===== src/rtl/jump_target_unit.sv =====
// Two-stage jump/branch target pipeline: S1 decodes and pre-shifts the operand, S2 forms the target.
// Optional JR misalignment flag is built only when JTU_MISALIGN_CHECK_EN is defined.
module jump_target_unit #(
    parameter int ADDR_W = 32,
    parameter int SHIFT  = 2
) (
    input  logic              clk,
    input  logic              rst,
    input  logic              in_valid,
    input  logic              stall,
    input  logic              flush,
    input  logic [1:0]        mode,
    input  logic [ADDR_W-1:0] pc_plus4,
    input  logic [25:0]       index,
    input  logic [15:0]       imm,
    input  logic [ADDR_W-1:0] rs_val,
    output logic              out_valid,
    output logic [ADDR_W-1:0] target,
    output logic              misalign
);

    localparam logic [1:0] MODE_J   = 2'b00;
    localparam logic [1:0] MODE_BR  = 2'b01;
    localparam logic [1:0] MODE_JR  = 2'b10;
    localparam logic [1:0] MODE_RSV = 2'b11;

    localparam logic [ADDR_W-1:0] ONES       = '1;
    localparam logic [ADDR_W-1:0] J_LOW_MASK = ~(ONES << (26 + SHIFT));
    localparam logic [ADDR_W-1:0] ALIGN_MASK = ~(ONES << SHIFT);

    // Handshake: no back-pressure output; a request is taken in any cycle with
    // in_valid=1, stall=0, flush=0 and a non-reserved mode. out_valid marks each
    // result once; while stall=1 the presented result is held, not repeated.
    logic accept;

    logic              s1_valid_d, s1_valid_q;
    logic [1:0]        s1_mode_d,  s1_mode_q;
    logic [ADDR_W-1:0] s1_pc_d,    s1_pc_q;
    logic [ADDR_W-1:0] s1_rs_d,    s1_rs_q;
    logic [ADDR_W-1:0] s1_op_d,    s1_op_q;
    logic              out_valid_d, out_valid_q;
    logic [ADDR_W-1:0] target_d,    target_q;

    always_comb begin
        accept     = in_valid && !stall && !flush && (mode != MODE_RSV);
        s1_valid_d = s1_valid_q;
        s1_mode_d  = s1_mode_q;
        s1_pc_d    = s1_pc_q;
        s1_rs_d    = s1_rs_q;
        s1_op_d    = s1_op_q;
        out_valid_d = out_valid_q;
        target_d    = target_q;

        if (flush) begin
            s1_valid_d  = 1'b0;
            out_valid_d = 1'b0;
        end else if (!stall) begin
            s1_valid_d = accept;
            if (accept) begin
                s1_mode_d = mode;
                s1_pc_d   = pc_plus4;
                s1_rs_d   = rs_val;
                // One operand register serves both J and BR; JR ignores it.
                if (mode == MODE_J) begin
                    s1_op_d = ADDR_W'(index) << SHIFT;
                end else begin
                    s1_op_d = {{(ADDR_W-16){imm[15]}}, imm} << SHIFT;
                end
            end
            out_valid_d = s1_valid_q;
            if (s1_valid_q) begin
                case (s1_mode_q)
                    MODE_J:  target_d = (s1_pc_q & ~J_LOW_MASK) | s1_op_q;
                    MODE_BR: target_d = s1_pc_q + s1_op_q;
                    MODE_JR: target_d = s1_rs_q;
                    default: target_d = target_q;
                endcase
            end
        end
    end

    always_ff @(posedge clk) begin
        if (rst) begin
            s1_valid_q  <= 1'b0;
            s1_mode_q   <= MODE_J;
            s1_pc_q     <= '0;
            s1_rs_q     <= '0;
            s1_op_q     <= '0;
            out_valid_q <= 1'b0;
            target_q    <= '0;
        end else begin
            s1_valid_q  <= s1_valid_d;
            s1_mode_q   <= s1_mode_d;
            s1_pc_q     <= s1_pc_d;
            s1_rs_q     <= s1_rs_d;
            s1_op_q     <= s1_op_d;
            out_valid_q <= out_valid_d;
            target_q    <= target_d;
        end
    end

    assign out_valid = out_valid_q;
    assign target    = target_q;

`ifdef JTU_MISALIGN_CHECK_EN
    logic misalign_d, misalign_q;

    always_comb begin
        misalign_d = misalign_q;
        if (!flush && !stall && s1_valid_q) begin
            misalign_d = (s1_mode_q == MODE_JR) && ((s1_rs_q & ALIGN_MASK) != '0);
        end
    end

    always_ff @(posedge clk) begin
        if (rst) begin
            misalign_q <= 1'b0;
        end else begin
            misalign_q <= misalign_d;
        end
    end

    assign misalign = misalign_q;
`else
    assign misalign = 1'b0;
`endif

endmodule

===== config.mk =====
export PLATFORM = sky130hd
export DESIGN_NAME = jump_target_unit
export DESIGN_NICKNAME = d
export VERILOG_FILES = /design/src/rtl/jump_target_unit.sv
export SDC_FILE = /design/constraint.sdc
export NUM_CORES = 1
export LEC_CHECK = 0
export CAP_MARGIN = 20
export CORE_MARGIN = 3
export CORE_UTILIZATION = 45
export CTS_CLUSTER_SIZE = 14
export DETAILED_ROUTE_END_ITERATION = 8
export PLACE_DENSITY = 0.76
export REMOVE_ABC_BUFFERS = 1
export SYNTH_ARGS = -nofsm -noshare
export SYNTH_HDL_FRONTEND = slang
export SYNTH_SLANG_ARGS = --single-unit

===== constraint.sdc =====
create_clock -name clk -period 2.5 [get_ports clk]
set_input_delay 0.5 -clock clk [delete_from_list [all_inputs] [get_ports clk]]
set_output_delay 0.5 -clock clk [all_outputs]
set_load 0.02 [all_outputs]

# Word level (Yosys, flattened, before mapping)
# Cells that the tools add are included.
# word_totals
register_bits,132
latchBits,0
ram_bits,0
rom_bits,0
inputBits,113
out_inout_bits,34
memories,0
# classes
add_sub_neg,1
mul,0
n_div,0
magnitude_cmp,0
n_eq_ne,3
shift,0
muxes,2
bitwise_logic,3
n_reduce_logical,11
# ops
cell,n
$pmux 32 s3,1
$add 32x32->32,1
$mux 32,1
$or 32x32->32,1
$logic_not 2->1,2
$reduce_and 4->1,1
$logic_and 1x1->1,3
$reduce_and 3->1,1
$reduce_bool 3->1,1
$eq 2x1->1 const B,1
$eq 2x2->1 const B,1
$logic_not 1->1,2
$ne 2x2->1 const B,1
$not 1->1,2
$reduce_or 2->1,1

# Longest topological paths before layout
# depth
ltp_word,5
mapped_depth,10
ltp_nobuf,10

# Worst setup path before layout
# No wires, ideal clock.
# synth_path
kind,reg2reg
startpoint,reg s1_op_q[2]
endpoint,reg target_q[18] (netlist: target[18])
setup_time_ns,0.132
arrival_ns,2.265
setup_slack_ns,0.103
stages_incl_launch_ff,11
cell_sequence,dfxtp_1 ha_1 inv_1 fa_1 nor2b_1 o2111ai_1 a2111oi_2 nor3_1 xnor2_1 a221oi_1 nor3_1
# synth_via
elab_chain_len,2
# synth_rtl
item,line_no,text
start: declaration,40,"logic [ADDR_W-1:0] s1_op_d, s1_op_q;"
start signal: assignment,96,s1_op_q <= s1_op_d;
$add 32x32->32,74,MODE_BR: target_d = s1_pc_q + s1_op_q;
$pmux 32 s3,72,case (s1_mode_q)
end signal: assignment,98,target_q <= target_d;
end: declaration,42,"logic [ADDR_W-1:0] target_d, target_q;"
# No other way between the ends.
# A chain may end at the register's enable or synchronous reset.

# Worst setup path in the final report
# layout_path
startpoint,reg s1_pc_q[6]
endpoint,reg target_q[31] (netlist: target[31])
# layout_via
elab_chain_len,2
# layout_rtl
item,line_no,text
start: declaration,38,"logic [ADDR_W-1:0] s1_pc_d, s1_pc_q;"
start signal: assignment,94,s1_pc_q <= s1_pc_d;
$add 32x32->32,74,
$pmux 32 s3,72,
# No other way between the ends.

==> metrics.yaml <==
synthesis:
  synth_seq_cells: 127
  synth.top_cells.by_area: "dfxtp_1 36%, nand2_1 11%, a21oi_1 8.7%"
  synth-edff-count: 0
  ys.flop_type: "dfxtp_1"
  yosysUniqueCellTypes: 62
  syn_inst: 948
  syn_area_um2: 7100
  syn-mean-instance-area_um2: 7.49
  seq_area_frac_synth_pct: 35.8
  synth_area_leader_cell: "dfxtp_1"
  async_flop_share_pct: 0
  yosysWarnings: 0
  yosysTopAreaCellShare_pct: 35.8
worst_setup_path:
  path_buf_inv: 0
  critPathKind: "reg2reg"
  slowest_stage: "or4b_1"
  r2r_setup_slack_ns: 0.03
  cp.arrival_ns: 2.81
  r2r_cells: 8
  cp_cell_sequence: "ha_1 -> a21o_1 -> a31o_4 -> nor3_4 -> o21ai_2 -> o311a_1 -> or4b_1 -> o211ai_1"
  cp-end-kind: "flip-flop"
  crit_family: "compound AO/OA/AOI/OAI gates"
  reg2reg_to: "target[31]$_SDFFE_PP0P_"
  slowest_delay_ns: 0.50
  r2r_start: "s1_pc_q[6]$_SDFFE_PP0P_"
  critPathMaxFanout: 4
  crit_required_ns: 2.84
  cp-start-kind: "flip-flop"
floorplan:
  io-pin-count: 147
  rows: 45
  die_w_um: 132
  dieHeight_um: 132
  dieArea_um2: 17300
  design.core.area_um2: 15300
  start_util_pct: 46.4
place:
  preCtsSetupSlack_ns: -0.108
  port_buffers: 145
  dp.cells: 1318
  hpwl_mm: 16.5
  place.gp.congestion: 0.979
hold_path:
  worst_hold_startpoint: "s1_rs_q[0]$_SDFFE_PP0P_"
  hold_path.class: "reg2reg"
  holdPathEnd: "s1_rs_q[0]$_SDFFE_PP0P_"
  worstHoldPathCells: 2
global_routing:
  grt_usage_pct: 26.3
  grt_antenna_before_repair: 0
  grt_max_degree: 129
  grt_overflow_total: 0
  grt_pass1_wl_mm: 37.2
  grt_pass1_vias: 7321
cts:
  cts.clk_slew.worst_paths_ns: 0.05
  clkSinkCount: 127
  cts_root_buf: "clkbuf_16"
  cts_tree: "done"
  cts_setup_buffers: 0
  clockBufferDepth: 2
  clk_latency_ns: 0.42
  cts_made_buffers: 17
  cts_max_level: 4
final_layout:
  stdcell_count: 1348
  final_core_util_pct: 64.9
  drive_gt1_share_pct: 12.8
  final_nets: 1276
  n_fill_cell: 1376
  diodes: 0
  syn2layout_area_growth_pct: 39.8
  final_common_cell: "nand2_1"
  final_cell_mix: "209 x nand2_1, 144 x clkdlybuf4s50_1, 125 x dfxtp_1"
timing:
  skew_ns: 0.00536
  postLayoutSetupSlackWorst_ns: 0.0320
  tightest_slew_ns: 0.693
  hold-worst-slack_ns: 0.454
  min_period_ns: 2.47
  slew_headroom_pct: 53.8
  setup_viol: 0
  final_hold_viol_count: 0
  rsz0062_at_grt: "true"
  post-route-period-util_pct: 98.7
  max_clock_freq_mhz: 405
  slew_viol_final: 0
run:
  maxCapViolations: 0
detailed_routing:
  post_drt_wl_per_cell_um: 17.3
  drc: 0
  dr.pass1.iters: 6
  vias: 7657
  drt-initial-drc-count: 559
  vias_per_cell: 5.68
  wl_mm: 23.3
  ant_nets: 0
power:
  p_per_area_nw_per_um2: 512
  p_total_w: 0.00509
  power_leakage_nw: 3.74
  vdd_drop_max_v: 0.000524
run_status:
  outcome: "finished, final reports clean"
worst min-delay path, stage by stage (launching register included):
cell and delay, ns:
dfxtp_1 0.31, nand2_1 0.05, a21oi_1 0.05
synthesized netlist by cell type, types with 2 or more instances:
| cell | number |
|---|---|
| a21oi_1 | 124 |
| nand2_1 | 209 |
| o211ai_1 | 15 |
| nor2b_1 | 5 |
| or4_1 | 5 |
| a21o_1 | 16 |
| o32ai_1 | 2 |
| or4b_1 | 2 |
| nor2_1 | 53 |
| nor3_1 | 30 |
| o221ai_1 | 3 |
| nand2b_1 | 7 |
| a221oi_1 | 8 |
| inv_1 | 19 |
| clkbuf_1 | 55 |
| xnor2_1 | 9 |
| buf_2 | 9 |
| o311a_1 | 2 |
| a211oi_1 | 19 |
| nand3_1 | 14 |
| nand4_1 | 8 |
| a311oi_1 | 16 |
| dfxtp_1 | 127 |
| xor2_1 | 9 |
| a221o_1 | 5 |
| and3_1 | 6 |
| or3_1 | 10 |
| ha_1 | 36 |
| o41ai_1 | 3 |
| buf_1 | 6 |
| a31oi_1 | 6 |
| o22ai_1 | 8 |
| a22oi_1 | 2 |
| o31ai_1 | 3 |
| and2_1 | 2 |
| o2111ai_1 | 3 |
| o21bai_1 | 6 |
| o21ai_0 | 58 |
| mux2i_1 | 3 |
| o21a_1 | 3 |
per-stage QoR:
stage / TNS (ns) / area [µm²]
floorplan: -371.65 / 6820
global placement: -0.212 / 9240
detailed placement: -0.794 / 9240
CTS: 0 / 9810
global route: -0.0912 / 9930
finish: 0 / 9930
flip-flops by register name, summed over array words and instances (netlist names):
register,count
target,32
s1_pc_q,32
s1_valid_q,1
s1_mode_q,2
out_valid,1
s1_op_q,27
s1_rs_q,32
report_power, final:
part	internal (W)	total (W)	leakage [nW]	switching, W
Clock	0.00142	0.00230	0.268	0.000880
Sequential	0.00208	0.00213	1.03	0.0000440
Combinational	0.000330	0.000659	2.44	0.000328
Total	0.00384	0.00509	3.74	0.00125
how the worst max path moves through the flow:
stage	endpoint	slack (ns)	cells past startpoint	from
after floorplan	s1_op_q[10]$_SDFFE_PP0P_	-4.09	2	stall
after global placement	target[28]$_SDFFE_PP0P_	-0.04	8	flush
after detailed placement	target[28]$_SDFFE_PP0P_	-0.11	8	stall
after CTS	target[24]$_SDFFE_PP0P_	0.01	11	s1_pc_q[2]$_SDFFE_PP0P_
after global routing	target[30]$_SDFFE_PP0P_	-0.05	11	s1_op_q[2]$_SDFFE_PP0P_
final	target[31]$_SDFFE_PP0P_	0.03	8	s1_pc_q[6]$_SDFFE_PP0P_
kinds of logic (layout without fill, tap and decap cells):
kind of cell | after synthesis | in the layout | share of synthesized area (%)
xor gates and xnor gates | 18 | 18 | 2.22
DFF | 127 | 127 | 35.8
buffers and inverters | 91 | 280 | 5.04
other | 1 | 1 | 0.0528
AOI/OAI and AO/OA | 312 | 312 | 27.6
and+or+nand+nor | 359 | 359 | 22.2
adders and majority gates | 37 | 37 | 6.62
muxes | 3 | 3 | 0.423
timing repair:
item,CTS,global route
endpoints found under the setup margin,7,17
gates resized for setup,5,22
pin swaps,1,8
hold buffers,0,0
layer usage:
layer | vias up | GRT usage [%] | routed length (µm)
met5 | - | 0 | 0
met1 | 3544 | 35.0 | 10400
met2 | 317 | 42.2 | 10700
met3 | 45 | 6.13 | 1690
met4 | 0 | 8.17 | 490
li1 | 3751 | - | -
cell type report:
cell class	count	area (µm²)	share of cell area [%]
Tap cell	211	264	2.66
Clock buffer	23	478	4.81
Inverter	19	71.3	0.718
Multi-Input combinational cell	730	4370	44.0
Clock inverter	7	62.6	0.630
Sequential cell	127	2540	25.6
Timing Repair Buffer	231	2140	21.6
No activity file was read; power rests on OpenSTA's default activity.
